<file path="config.mk">
export PLATFORM = sky130hd
export DESIGN_NAME = param_fifo_flat
export DESIGN_NICKNAME = d
export VERILOG_FILES = /design/src/rtl/fifo_pkg.sv /design/src/rtl/param_fifo_if.sv /design/src/rtl/fifo_mem.sv /design/src/rtl/param_fifo.sv /design/src/flat_wrapper.sv
export SDC_FILE = /design/constraint.sdc
export NUM_CORES = 1
export LEC_CHECK = 0
export CORE_ASPECT_RATIO = 1.4
export CORE_MARGIN = 2
export CORE_UTILIZATION = 45
export DETAILED_ROUTE_END_ITERATION = 16
export PLACE_DENSITY = 0.71
export SETUP_SLACK_MARGIN = 0.02
export SLEW_MARGIN = 10
export SYNTH_ARGS = -nofsm -noshare
export SYNTH_HDL_FRONTEND = slang
export SYNTH_HIERARCHICAL = 1
export SYNTH_SLANG_ARGS = --single-unit
</file>
<file path="constraint.sdc">
create_clock -name clk -period 4.58 [get_ports clk]
set_clock_uncertainty 0.05 [all_clocks]
set_input_delay 0.916 -clock clk [delete_from_list [all_inputs] [get_ports clk]]
set_output_delay 0.916 -clock clk [all_outputs]
set_load 0.02 [all_outputs]
</file>
<file path="src/rtl/fifo_pkg.sv">
// Shared sizing helpers and status-flag bit positions for param_fifo.
package fifo_pkg;

  localparam int ST_FULL   = 0;
  localparam int ST_EMPTY  = 1;
  localparam int ST_AFULL  = 2;
  localparam int ST_AEMPTY = 3;
  localparam int ST_W      = 4;

  function automatic int ptr_w(input int depth);
    return (depth > 1) ? $clog2(depth) : 1;
  endfunction

  function automatic int cnt_w(input int depth);
    return $clog2(depth + 1);
  endfunction

endpackage

</file>
<file path="src/rtl/param_fifo_if.sv">
// Write/read handshake bundle for param_fifo.
interface param_fifo_if #(
  parameter int WIDTH = 32
);

  logic             w_valid;
  logic [WIDTH-1:0] data_in;
  logic             w_ready;
  logic             r_ready;
  logic [WIDTH-1:0] data_out;
  logic             r_valid;

  modport master (
    output w_valid,
    output data_in,
    output r_ready,
    input  w_ready,
    input  data_out,
    input  r_valid
  );

  modport slave (
    input  w_valid,
    input  data_in,
    input  r_ready,
    output w_ready,
    output data_out,
    output r_valid
  );

endinterface

</file>
<file path="src/rtl/fifo_mem.sv">
// WIDTH x DEPTH storage: one synchronous write port, one async read port.
module fifo_mem
  import fifo_pkg::*;
#(
  parameter int WIDTH = 32,
  parameter int DEPTH = 3
) (
  input  logic                    clk,
  input  logic                    we,
  input  logic [ptr_w(DEPTH)-1:0] waddr,
  input  logic [WIDTH-1:0]        wdata,
  input  logic [ptr_w(DEPTH)-1:0] raddr,
  output logic [WIDTH-1:0]        rdata
);

  logic [WIDTH-1:0] mem [DEPTH];

  always_ff @(posedge clk) begin
    if (we) mem[waddr] <= wdata;
  end

  assign rdata = mem[raddr];

endmodule

</file>
<file path="src/rtl/param_fifo.sv">
// Parameterised FIFO with sticky error flags.
// PARAM_FIFO_FWFT_EN selects first-word-fall-through reads.
module param_fifo
  import fifo_pkg::*;
#(
  parameter int WIDTH     = 32,
  parameter int DEPTH     = 3,
  parameter int AFULL_TH  = DEPTH - 1,
  parameter int AEMPTY_TH = 1
) (
  input  logic                    clk,
  input  logic                    reset,
  param_fifo_if.slave             bus,
  output logic                    fifo_full,
  output logic                    fifo_empty,
  output logic                    almost_full,
  output logic                    almost_empty,
  output logic [cnt_w(DEPTH)-1:0] count,
  output logic                    overflow,
  output logic                    underflow,
  input  logic                    err_clr
);

  localparam int PW = ptr_w(DEPTH);
  localparam int CW = cnt_w(DEPTH);

  logic [PW-1:0]    wr_ptr;
  logic [PW-1:0]    rd_ptr;
  logic [CW-1:0]    cnt_q;
  logic             ovf_q;
  logic             unf_q;
  logic [ST_W-1:0]  status;
  logic             push;
  logic             pop;
  logic [WIDTH-1:0] rd_data;

  function automatic logic [PW-1:0] inc(
    input logic [PW-1:0] p
  );
    return (p == PW'(DEPTH - 1)) ? '0 : p + PW'(1);
  endfunction

  always_comb begin
    status            = '0;
    status[ST_FULL]   = (cnt_q == CW'(DEPTH));
    status[ST_EMPTY]  = (cnt_q == '0);
    status[ST_AFULL]  = (int'(cnt_q) >= AFULL_TH);
    status[ST_AEMPTY] = (int'(cnt_q) <= AEMPTY_TH);
  end

  assign push = bus.w_valid && !status[ST_FULL];
  assign pop  = bus.r_ready && !status[ST_EMPTY];

  always_ff @(posedge clk) begin
    if (reset) begin
      wr_ptr <= '0;
      rd_ptr <= '0;
      cnt_q  <= '0;
      ovf_q  <= 1'b0;
      unf_q  <= 1'b0;
    end else begin
      if (push) wr_ptr <= inc(wr_ptr);
      if (pop)  rd_ptr <= inc(rd_ptr);
      unique case (1'b1)
        push && !pop: cnt_q <= cnt_q + CW'(1);
        pop && !push: cnt_q <= cnt_q - CW'(1);
        default:      cnt_q <= cnt_q;
      endcase
      // a new error event beats a same-cycle clear
      if (bus.w_valid && status[ST_FULL]) ovf_q <= 1'b1;
      else if (err_clr)                   ovf_q <= 1'b0;
      if (bus.r_ready && status[ST_EMPTY]) unf_q <= 1'b1;
      else if (err_clr)                    unf_q <= 1'b0;
    end
  end

  fifo_mem #(
    .WIDTH (WIDTH),
    .DEPTH (DEPTH)
  ) u_mem (
    .clk   (clk),
    .we    (push && !reset),
    .waddr (wr_ptr),
    .wdata (bus.data_in),
    .raddr (rd_ptr),
    .rdata (rd_data)
  );

`ifdef PARAM_FIFO_FWFT_EN
  assign bus.data_out = status[ST_EMPTY] ? '0 : rd_data;
  assign bus.r_valid  = !status[ST_EMPTY];
`else
  logic [WIDTH-1:0] dout_q;
  logic             rv_q;

  always_ff @(posedge clk) begin
    if (reset) begin
      dout_q <= '0;
      rv_q   <= 1'b0;
    end else begin
      rv_q <= pop;
      if (pop) dout_q <= rd_data;
    end
  end

  assign bus.data_out = dout_q;
  assign bus.r_valid  = rv_q;
`endif

  assign bus.w_ready   = !status[ST_FULL];
  assign fifo_full     = status[ST_FULL];
  assign fifo_empty    = status[ST_EMPTY];
  assign almost_full   = status[ST_AFULL];
  assign almost_empty  = status[ST_AEMPTY];
  assign count         = cnt_q;
  assign overflow      = ovf_q;
  assign underflow     = unf_q;

endmodule

</file>
<file path="src/flat_wrapper.sv">
// flat-port wrapper written by rule: the top's interface ports become plain ports
module param_fifo_flat import fifo_pkg::*;
#(
  parameter int WIDTH     = 32,
  parameter int DEPTH     = 3,
  parameter int AFULL_TH  = DEPTH - 1,
  parameter int AEMPTY_TH = 1
)
  (clk, reset, fifo_full, fifo_empty, almost_full, almost_empty, count, overflow, underflow, err_clr, bus_w_valid, bus_data_in, bus_r_ready, bus_w_ready, bus_data_out, bus_r_valid);
  param_fifo_if #(.WIDTH(WIDTH)) bus_i ();
  input  logic clk;
  input  logic reset;
  output logic fifo_full;
  output logic fifo_empty;
  output logic almost_full;
  output logic almost_empty;
  output logic [cnt_w(DEPTH)-1:0] count;
  output logic overflow;
  output logic underflow;
  input  logic err_clr;
  input wire logic [$bits(bus_i.w_valid)-1:0] bus_w_valid;
  input wire logic [$bits(bus_i.data_in)-1:0] bus_data_in;
  input wire logic [$bits(bus_i.r_ready)-1:0] bus_r_ready;
  output wire logic [$bits(bus_i.w_ready)-1:0] bus_w_ready;
  output wire logic [$bits(bus_i.data_out)-1:0] bus_data_out;
  output wire logic [$bits(bus_i.r_valid)-1:0] bus_r_valid;
  assign bus_i.w_valid = bus_w_valid;
  assign bus_i.data_in = bus_data_in;
  assign bus_i.r_ready = bus_r_ready;
  assign bus_w_ready = bus_i.w_ready;
  assign bus_data_out = bus_i.data_out;
  assign bus_r_valid = bus_i.r_valid;
  param_fifo #(.WIDTH(WIDTH), .DEPTH(DEPTH), .AFULL_TH(AFULL_TH), .AEMPTY_TH(AEMPTY_TH)) u_core (.clk(clk), .reset(reset), .bus(bus_i), .fifo_full(fifo_full), .fifo_empty(fifo_empty), .almost_full(almost_full), .almost_empty(almost_empty), .count(count), .overflow(overflow), .underflow(underflow), .err_clr(err_clr));
endmodule
</file>
==> impl_metrics.env <==
export IMPL_status="finished clean"
export IMPL_grt_antenna_before_repair=0
export IMPL_power_leakage_nw=2.18
export IMPL_endpoint_kind="output pin"
export IMPL_fp_coreArea_sq_um=11300
export IMPL_vdd_drop_max_mv=0.285
export IMPL_syn_inst=392
export IMPL_final_common_cell="nand2_1"
export IMPL_crit_family="buffers and inverters"
export IMPL_avgSynthCellArea_sq_um=13.2
export IMPL_synthesis_area_sq_um=5170
export IMPL_tightest_slew_ns=1.16
export IMPL_setup_tns_ns=0
export IMPL_hp_class="reg -> reg"
export IMPL_critical_path_max_stage_delay_ns=0.54
export IMPL_drive_gt1_share_pct=8.96
export IMPL_start_kind="register"
export IMPL_syn_to_final_growth_pct=26.8
export IMPL_vias=3052
export IMPL_cts_max_level=4
export IMPL_dr_pass1_iters=4
export IMPL_maxSlewViolCount=0
export IMPL_port_buffers=78
export IMPL_fmax_ghz=0.350
export IMPL_r2r_cells=8
export IMPL_drt_iter0_markers=156
export IMPL_grt_max_degree=68
export IMPL_placedCellCount=592
export IMPL_std_cell_rows=46
export IMPL_routabilityCongestion=0.765
export IMPL_start_util_pct=45.8
export IMPL_setup_violations=0
export IMPL_ant_nets=0
export IMPL_dpl_hpwl_um=5470
export IMPL_die_height_um=131
export IMPL_postCtsResizedCells=0
export IMPL_r2r_start="u_core/count[1]"
export IMPL_worstPathMaxFanout=5
export IMPL_diodes=0
export IMPL_final_instance_count_excl_fill=624
export IMPL_maxCapViolations=0
export IMPL_cts_buffer_depth=2
export IMPL_power_density_nw_per_um2=558
export IMPL_via_per_inst=4.89
export IMPL_wirelength_um=9170
export IMPL_seq_area_frac_synth_pct=71.7
export IMPL_route_detailed_drc=0
export IMPL_postCtsSetupRepairBufs=0
export IMPL_routedWlPerCell_um=14.7
export IMPL_grt_pass1_vias=2896
export IMPL_grt_pass1_wl_um=14100
export IMPL_grt_ovfl_total=0
export IMPL_crit_path_cell_trace="inv_1 > ha_1 > or2_2 > clkdlybuf4s50_1"
export IMPL_worstHoldPathCells=2
export IMPL_final_cell_mix="nand2_1 (98), edfxtp_1 (96), clkdlybuf4s50_1 (77)"
export IMPL_hold_buffers=0
export IMPL_clk_pin_slew_ns=0.06
export IMPL_synth_seq_cells=137
export IMPL_ys_types=27
export IMPL_crit_required_ns=3.61
export IMPL_worst_path_max_delay_cell="clkdlybuf4s50_1"
export IMPL_finalCritPeriodShare_pct=62.3
export IMPL_rsz0062_at_grt="no"
export IMPL_pin_count=79
export IMPL_cts_tree="yes"
export IMPL_worstHoldEndpoint="u_core/bus.data_out[22]"
export IMPL_clock_sinks=137
export IMPL_clk_insertion_delay_late_ns=0.41
export IMPL_max_slew_margin_rel_pct=22.9
export IMPL_yosys_warnings=6
export IMPL_root_buffer="clkbuf_16"
export IMPL_cts_buffers=17
export IMPL_grt_usage_pct=15.8
export IMPL_dieArea_sq_um=12400
export IMPL_hp_start="u_core/bus.data_out[22]"
export IMPL_final_hold_viol_count=0
export IMPL_worst_path_buf_inv=2
export IMPL_rr_endpoint="u_core/count[1]"
export IMPL_min_period_ns=2.85
export IMPL_regToRegSetupSlack_ns=2.15
export IMPL_path_class="reg -> out"
export IMPL_syn_num_nets=434
export IMPL_dieWidth_um=94.6
export IMPL_critPathArrivalTime_ns=1.89
export IMPL_fin_nets=509
-- registers in the layout (all words and copies together), names as in the netlist --
name,flops
u_core/rd_ptr,2
u_core/count,2
u_core/u_mem/mem,96
u_core/overflow,1
u_core/bus.r_valid,1
u_core/underflow,1
u_core/bus.data_out,32
u_core/wr_ptr,2
-- per-stage QoR --
| step | instance area [sq um] | hold WS, ns | setup WS, ns | power, mW | util (%) |
|---|---|---|---|---|---|
| 2_1_floorplan | 5170 | 0.399 | 0.263 | 2.10 | - |
| 4_1_cts | 6550 | 0.407 | 1.69 | 3.69 | 58.1 |
| 5_1_grt | 6550 | 0.434 | 1.62 | 3.82 | 58.1 |
| 6_report | 6550 | 0.401 | 1.73 | 3.66 | 58.1 |
| 3_3_place_gp | 5950 | 0.397 | 1.58 | 2.32 | 52.8 |
| 3_5_place_dp | 5950 | 0.399 | 1.51 | 2.35 | 52.8 |
-- per-layer routing --
layer,up-vias,share of wire (%),global-route usage [%]
li1,1531,-,-
met1,1439,38,16.9
met2,75,56,28.5
met3,7,4.4,4.01
met4,0,1.4,8.70
met5,-,0,0
-- report_power, final --
group	internal, mW	switching [mW]	total (mW)
clock	0.864	0.476	1.34
combinational	0.349	0.394	0.742
sequential	1.45	0.123	1.57
-- synth_stat cells --
cell / count / area [sq um]
nand3b_1: 1 / 7.51
dfxtp_1: 41 / 821
ha_1: 5 / 62.6
nor3b_1: 1 / 7.51
mux2i_1: 33 / 330
inv_1: 4 / 15.0
nand2b_1: 2 / 12.5
buf_2: 10 / 50.1
buf_6: 5 / 56.3
nand2_1: 98 / 368
buf_12: 3 / 60.1
o21ai_1: 28 / 140
nor4bb_1: 1 / 10.0
a22oi_1: 2 / 15.0
o21ai_0: 2 / 10.0
or2_2: 1 / 6.26
a21oi_1: 35 / 175
a211oi_1: 1 / 7.51
xor2_1: 2 / 17.5
and3b_1: 2 / 17.5
nand2b_4: 1 / 13.8
or3_1: 1 / 6.26
inv_2: 1 / 3.75
o21ai_2: 2 / 17.5
clkbuf_1: 5 / 18.8
nor2_1: 9 / 33.8
edfxtp_1: 96 / 2880
-- area by class of cell --
type | instances | area [sq um]
fill | 926 | 4730
inverter | 5 | 18.8
clock inverter | 13 | 154
tap | 144 | 180
multi-input combinational | 227 | 1270
clock buffer | 19 | 443
sequential | 137 | 3710
timing repair buffer | 79 | 783
-- worst reg2reg max path, cell delays in order (launching register included) --
cell	delay, ns
dfxtp_1	0.42
inv_1	0.11
ha_1	0.22
nand2b_4	0.33
inv_2	0.54
ha_1	0.28
xor2_1	0.15
nor2_1	0.05
a211oi_1	0.18
-- cell families after synthesis --
kind of cell             count (synthesis)  synth area share, %
AND/OR/NAND/NOR                        117                 9.35
flip-flops                             137                 71.7
XOR/XNOR                                 2                0.339
adder cells (fa/ha/maj)                  5                 1.21
AO/OA/AOI/OAI                           70                 7.07
multiplexers                            33                 6.39
buffers and inverters                   28                 3.95
-- how the worst max path moves through the flow --
stage / from / endpoint / slack (ns) / cells past startpoint
2_1_floorplan: reset / u_core/u_mem/mem[0][0] / 0.26 / 4
3_3_place_gp: bus_r_ready / u_core/count[0] / 1.58 / 6
3_5_place_dp: bus_r_ready / u_core/count[1] / 1.51 / 7
4_1_cts: u_core/count[0] / almost_full / 1.69 / 4
5_1_grt: u_core/count[0] / almost_full / 1.62 / 4
6_report: u_core/count[0] / almost_full / 1.73 / 4
(Power assumes the default switching activity.)
